[config.mk]
export PLATFORM = sky130hd
export DESIGN_NAME = popcnt_accum_ctrl
export DESIGN_NICKNAME = d
export VERILOG_FILES = /design/src/rtl/popcnt_accum_ctrl.sv
export SDC_FILE = /design/constraint.sdc
export NUM_CORES = 1
export LEC_CHECK = 0
export BUFFER_PORTS_ARGS = -buffer_cell sky130_fd_sc_hd__buf_2
export CAP_MARGIN = 10
export CELL_PAD_IN_SITES_DETAIL_PLACEMENT = 0
export CELL_PAD_IN_SITES_GLOBAL_PLACEMENT = 2
export CORE_MARGIN = 2
export CORE_UTILIZATION = 31
export CTS_CLUSTER_DIAMETER = 50
export CTS_CLUSTER_SIZE = 20
export DETAILED_ROUTE_END_ITERATION = 7
export GPL_ROUTABILITY_DRIVEN = 1
export MAX_ROUTING_LAYER = met4
export PLACE_DENSITY = 0.87
export SYNTH_ARGS = -nofsm -noshare
export SYNTH_HDL_FRONTEND = slang
export SYNTH_SLANG_ARGS = --single-unit
[constraint.sdc]
create_clock -name clk -period 2.1 [get_ports clk]
set_input_delay 0.42 -clock clk [delete_from_list [all_inputs] [get_ports clk]]
set_output_delay 0.42 -clock clk [all_outputs]
set_load 0.01 [all_outputs]
[src/rtl/popcnt_accum_ctrl.sv]
// popcnt_accum_ctrl
// Time-shares one 9-to-4 popcount compressor across a stream of 3x3 binary
// windows, accumulating a programmed number of window popcounts into one
// saturating partial sum. Valid/ready handshakes on the input and output sides.

module popcnt_accum_ctrl #(
  parameter int ACC_W = 12,
  parameter int CNT_W = 8
) (
  input  logic             clk,
  input  logic             rst_n,
  input  logic             clr,
  input  logic             start,
  input  logic [CNT_W-1:0] cfg_len,
  input  logic             in_valid,
  output logic             in_ready,
  input  logic [8:0]       in_data,
  output logic             out_valid,
  input  logic             out_ready,
  output logic [ACC_W-1:0] out_sum,
  output logic             out_ovf,
  output logic             busy
);

  typedef enum logic [1:0] {
    IDLE  = 2'd0,
    RUN   = 2'd1,
    DRAIN = 2'd2,
    DONE  = 2'd3
  } state_t;

  state_t           state;
  logic [CNT_W-1:0] rem;
  logic [3:0]       pop_q;
  logic             pop_v;
  logic [ACC_W-1:0] acc;
  logic             ovf;

  logic             accept;
  logic [3:0]       pop_d;
  logic [ACC_W:0]   acc_sum;

  // 9-to-4 compressor: number of set bits in one window.
  function automatic logic [3:0] compress9(input logic [8:0] w);
    logic [3:0] s;
    s = 4'd0;
    for (int i = 0; i < 9; i++) begin
      s = s + {3'b000, w[i]};
    end
    return s;
  endfunction

  // Beat handshake, compressor output and one-bit-wider sum for saturation detect.
  assign accept  = in_valid & in_ready & (state == RUN);
  assign pop_d   = compress9(in_data);
  assign acc_sum = {1'b0, acc} + {{(ACC_W-3){1'b0}}, pop_q};

  assign out_sum = acc;
  assign out_ovf = ovf;

  // Control FSM, compressor pipeline register and saturating accumulator.
  // NOTE: every register here uses <= so all of them update from the same
  // pre-edge values; a blocking '=' would let later statements see new values.
  always_ff @(posedge clk or negedge rst_n) begin
    if (!rst_n) begin
      state     <= IDLE;
      rem       <= '0;
      pop_q     <= '0;
      pop_v     <= 1'b0;
      acc       <= '0;
      ovf       <= 1'b0;
      in_ready  <= 1'b0;
      out_valid <= 1'b0;
      busy      <= 1'b0;
    end else if (clr) begin
      // NOTE: clr is a synchronous abort, distinct from the asynchronous rst_n;
      // it beats start, beats and the output handshake in every state.
      state     <= IDLE;
      rem       <= '0;
      pop_q     <= '0;
      pop_v     <= 1'b0;
      acc       <= '0;
      ovf       <= 1'b0;
      in_ready  <= 1'b0;
      out_valid <= 1'b0;
      busy      <= 1'b0;
    end else begin
      // Compressor stage: a bubble clears pop_v so nothing is added next cycle.
      pop_v <= accept;
      if (accept) begin
        pop_q <= pop_d;
      end

      // Accumulate stage runs in every state whenever a popcount is pending.
      if (pop_v) begin
        if (acc_sum[ACC_W]) begin
          acc <= '1;
          ovf <= 1'b1;
        end else begin
          acc <= acc_sum[ACC_W-1:0];
        end
      end

      case (state)
        IDLE: begin
          if (start) begin
            rem      <= (cfg_len == '0) ? CNT_W'(1) : cfg_len;
            acc      <= '0;
            ovf      <= 1'b0;
            pop_v    <= 1'b0;
            state    <= RUN;
            in_ready <= 1'b1;
            busy     <= 1'b1;
          end
        end
        RUN: begin
          if (accept) begin
            rem <= rem - CNT_W'(1);
            if (rem == CNT_W'(1)) begin
              state    <= DRAIN;
              in_ready <= 1'b0;
            end
          end
        end
        DRAIN: begin
          // The last popcount is folded into acc on this edge.
          state     <= DONE;
          out_valid <= 1'b1;
        end
        DONE: begin
          if (out_ready) begin
            state     <= IDLE;
            out_valid <= 1'b0;
            busy      <= 1'b0;
          end
        end
        default: begin
          state <= IDLE;
        end
      endcase
    end
  end

endmodule
==> impl_metrics.env <==
export IMPL_max_slew_worst_pin_slew_ns=0.738
export IMPL_crit_path_max_fanout=2
export IMPL_timing_critical_path_cells="buf_6, fa_1, inv_1, fa_1, fa_1, fa_2, inv_2, fa_1, mux2i_1, nor2_1"
export IMPL_drt_antenna_violating_nets=0
export IMPL_netlist_top_cell_by_area="sky130_fd_sc_hd__dfrtp_1"
export IMPL_area_share_of_the_leading_cell_type_in_the_synthesized_netlist_pct=37.2
export IMPL_setup_repair_after_global_routing_missed_its_margin="yes"
export IMPL_hold_viol=0
export IMPL_regArea_um2=776
export IMPL_final_cell_area_um2=2590
export IMPL_diodes=0
export IMPL_timing_setup_critical_path_class="input port to flop"
export IMPL_clock_root_buffer="sky130_fd_sc_hd__clkbuf_8"
export IMPL_final_nets=313
export IMPL_finalSetupViolations=4
export IMPL_synth_seq_area_share_pct=37.2
export IMPL_cpMostUsedCell="sky130_fd_sc_hd__fa_1"
export IMPL_synth_seq_cells=31
export IMPL_synth_edff_count=0
export IMPL_async_flop_share_pct=100
export IMPL_global_route_usage_total_pct=14.8
export IMPL_synthesis_area_um2=2090
export IMPL_dp_hpwl_um=3890
export IMPL_first_global_vias=1842
export IMPL_drt_initial_drc_count=73
export IMPL_setup_worst_path_end_class="flop"
export IMPL_dpl_cell_area_um2=2470
export IMPL_postSynthAreaPerCell_um2=9.57
export IMPL_clk_insertion_delay_late_ns=0.29
export IMPL_multi_input_comb_area_um2=1230
export IMPL_chipWidth_um=86.0
export IMPL_clock_sink_count=31
export IMPL_vias=1866
export IMPL_critPathSlowestCell="sky130_fd_sc_hd__fa_1"
export IMPL_detail_route_drc_violations=0
export IMPL_dp_cells=342
export IMPL_globalRouteOverflowTotal=0
export IMPL_final_util_pct=40.3
export IMPL_die_area_um2=7400
export IMPL_synth_cells_most_frequent="sky130_fd_sc_hd__dfrtp_1, sky130_fd_sc_hd__nor2_1, sky130_fd_sc_hd__inv_1, sky130_fd_sc_hd__a21oi_1, sky130_fd_sc_hd__ha_1"
export IMPL_required_ns=2.28
export IMPL_ys_warn_count=0
export IMPL_grt_antenna_before_repair=0
export IMPL_via_per_inst=5.33
export IMPL_final_max_slew_violation_count=0
export IMPL_path_clk_slew_ns=0.07
export IMPL_areaGrowthSynthToFinish_pct=24.1
export IMPL_fp_dieH_um=86.0
export IMPL_setup_worst_path_start_class="input port"
export IMPL_post_cts_setup_buffers=0
export IMPL_floorplan_io_pins=39
export IMPL_final_cycle_utilization_of_the_critical_path_pct=137
export IMPL_power_per_cell_area_nw_per_um2=931
export IMPL_postSynthCellCount=218
export IMPL_leakage_nw=1.25
export IMPL_status="finished with violations"
export IMPL_start_util_pct=32.5
export IMPL_routabilityCongestion=0.777
export IMPL_cts_hold_repair_buffers=0
export IMPL_final_setup_worst_slack_ns=-0.767
export IMPL_period_needed_ns=2.87
export IMPL_fmax_mhz=349
export IMPL_ir_worst_vdd_mv=0.305
export IMPL_fp_coreArea_um2=6420
export IMPL_max_cap_viol_count=0
export IMPL_avgRoutedWirePerCell_um=14.7
export IMPL_cts_inserted_buffers=5
export IMPL_fill_cell_total_of_the_finished_layout=658
export IMPL_final_cell_count_no_fill=350
export IMPL_pre_cts_slack_ns=-1.13
export IMPL_min_delay_path_class="input port to async pin"
export IMPL_synth_area_top_cells="sky130_fd_sc_hd__dfrtp_1, sky130_fd_sc_hd__ha_1, sky130_fd_sc_hd__fa_1"
export IMPL_crit_arrival_ns=3.04
export IMPL_grt_first_pass_wirelength_um=8520
export IMPL_final_setup_skew_ns=0.00503
export IMPL_cts_tree="yes"
export IMPL_grt_max_degree=32
export IMPL_total_wire_length_um=5160
export IMPL_h_tree_depth_reported_by_cts=2
export IMPL_postSynthNetCount=259
export IMPL_placement_io_buffers=38
export IMPL_timing_setup_tns_ns=-2.73
export IMPL_synth_cell_type_count=54
export IMPL_yosysMostFrequentCell="sky130_fd_sc_hd__dfrtp_1"
export IMPL_detail_route_first_pass_iterations=4
export IMPL_clk_path_buf_depth=2
export IMPL_failed_checks="setup timing"
export IMPL_timing_critical_path_slowest_cell_delay_ns=0.52
export IMPL_synth_top_flop_cell="sky130_fd_sc_hd__dfrtp_1"
export IMPL_rows=29
export IMPL_relSlewSlack_pct=50.8
export IMPL_share_of_post_route_cells_with_drive_strength_above_1_pct=30.8
-- routing by layer --
layer | wire, um | track usage, % | part of all wire (%)
met1 | 2440 | 19.0 | 47
met2 | 2430 | 23.0 | 47
met3 | 209 | 3.27 | 4.1
met4 | 80 | 5.63 | 1.6
met5 | 0 | - | 0
-- report_power, final --
group | internal (mW) | switching [mW]
combinational | 0.506 | 0.607
sequential | 0.704 | 0.117
clock | 0.230 | 0.245
-- layout by cell type, fill, tap and decap left out, drive strengths merged, types with 2 or more instances in the layout --
| cell type | n |
|---|---|
| o41ai | 2 |
| fa | 6 |
| a211oi | 3 |
| a21o | 2 |
| nor2 | 25 |
| o211ai | 2 |
| clkinvlp | 2 |
| ha | 12 |
| inv | 19 |
| or2 | 2 |
| xnor2 | 3 |
| a22oi | 3 |
| o221a | 2 |
| nand4 | 5 |
| a32oi | 4 |
| nand4b | 3 |
| mux2i | 5 |
| o21ai | 3 |
| nor2b | 2 |
| o311ai | 2 |
| buf | 55 |
| nor4 | 2 |
| a31oi | 3 |
| mux2 | 2 |
| o31ai | 3 |
| nor3 | 10 |
| a21oi | 13 |
| dfrtp | 31 |
| nand2 | 8 |
| and3 | 6 |
| nand3 | 8 |
| clkbuf | 5 |
-- layout make-up --
cell class                      count  share of cell area [%]
Tap cell                           77                    3.72
Multi-Input combinational cell    160                    47.6
Clock buffer                        5                    2.66
Clock inverter                      3                   0.773
Sequential cell                    31                    30.0
Inverter                           19                    2.75
Timing Repair Buffer               55                    12.5
-- final timing paths --
check	from	end	slack [ns]	cells past startpoint
min in group clk	cfg_len[6]	rem[6]	0.38	3
max reg2reg	out_sum[0]	out_sum[11]	0.12	7
min	rst_n	rem[6]	0.19	1
min reg2reg	out_ovf	out_ovf	0.50	2
max	in_data[0]	pop_q[1]	-0.77	10
max in group asynchronous	rst_n	pop_v	1.44	1
-- per-stage QoR --
step                      hold slack (ns)  power [mW]
after CTS                           0.205        2.43
final                               0.189        2.41
after floorplan                     0.124        1.60
after global routing                0.232        2.61
after detailed placement            0.489        1.93
after global placement              0.478        1.92
-- cells by family (layout without fill, tap and decap cells) --
| logic type | Yosys count | count (layout) | share of synthesized area (%) |
|---|---|---|---|
| buffers and inverters | 27 | 82 | 5.16 |
| adders and majority gates | 18 | 18 | 13.0 |
| DFF | 31 | 31 | 37.2 |
| AOI/OAI and AO/OA | 52 | 52 | 19.3 |
| xor gates and xnor gates | 4 | 4 | 1.68 |
| muxes | 7 | 7 | 3.66 |
| and+or+nand+nor | 79 | 79 | 20.1 |
-- repair_timing --
action / CTS / global route
endpoints found under the setup margin: 5 / 6
pin swaps: 1 / 2
hold endpoints to repair: 0 / 0
gates resized for setup: 1 / 6
-- registers in the layout, indices dropped and copies added (netlist names) --
signal	cells
state	2
pop_v	1
out_sum	12
in_ready	1
busy	1
rem	8
out_ovf	1
out_valid	1
pop_q	4
-- worst max-delay path, delay by kind of cell --
kind | cells | cell delay (ns)
and+or+nand+nor | 1 | 0.05
buffers and inverters | 3 | 0.22
adders and majority gates | 5 | 2.22
muxes | 1 | 0.13
(Power assumes the default switching activity.)
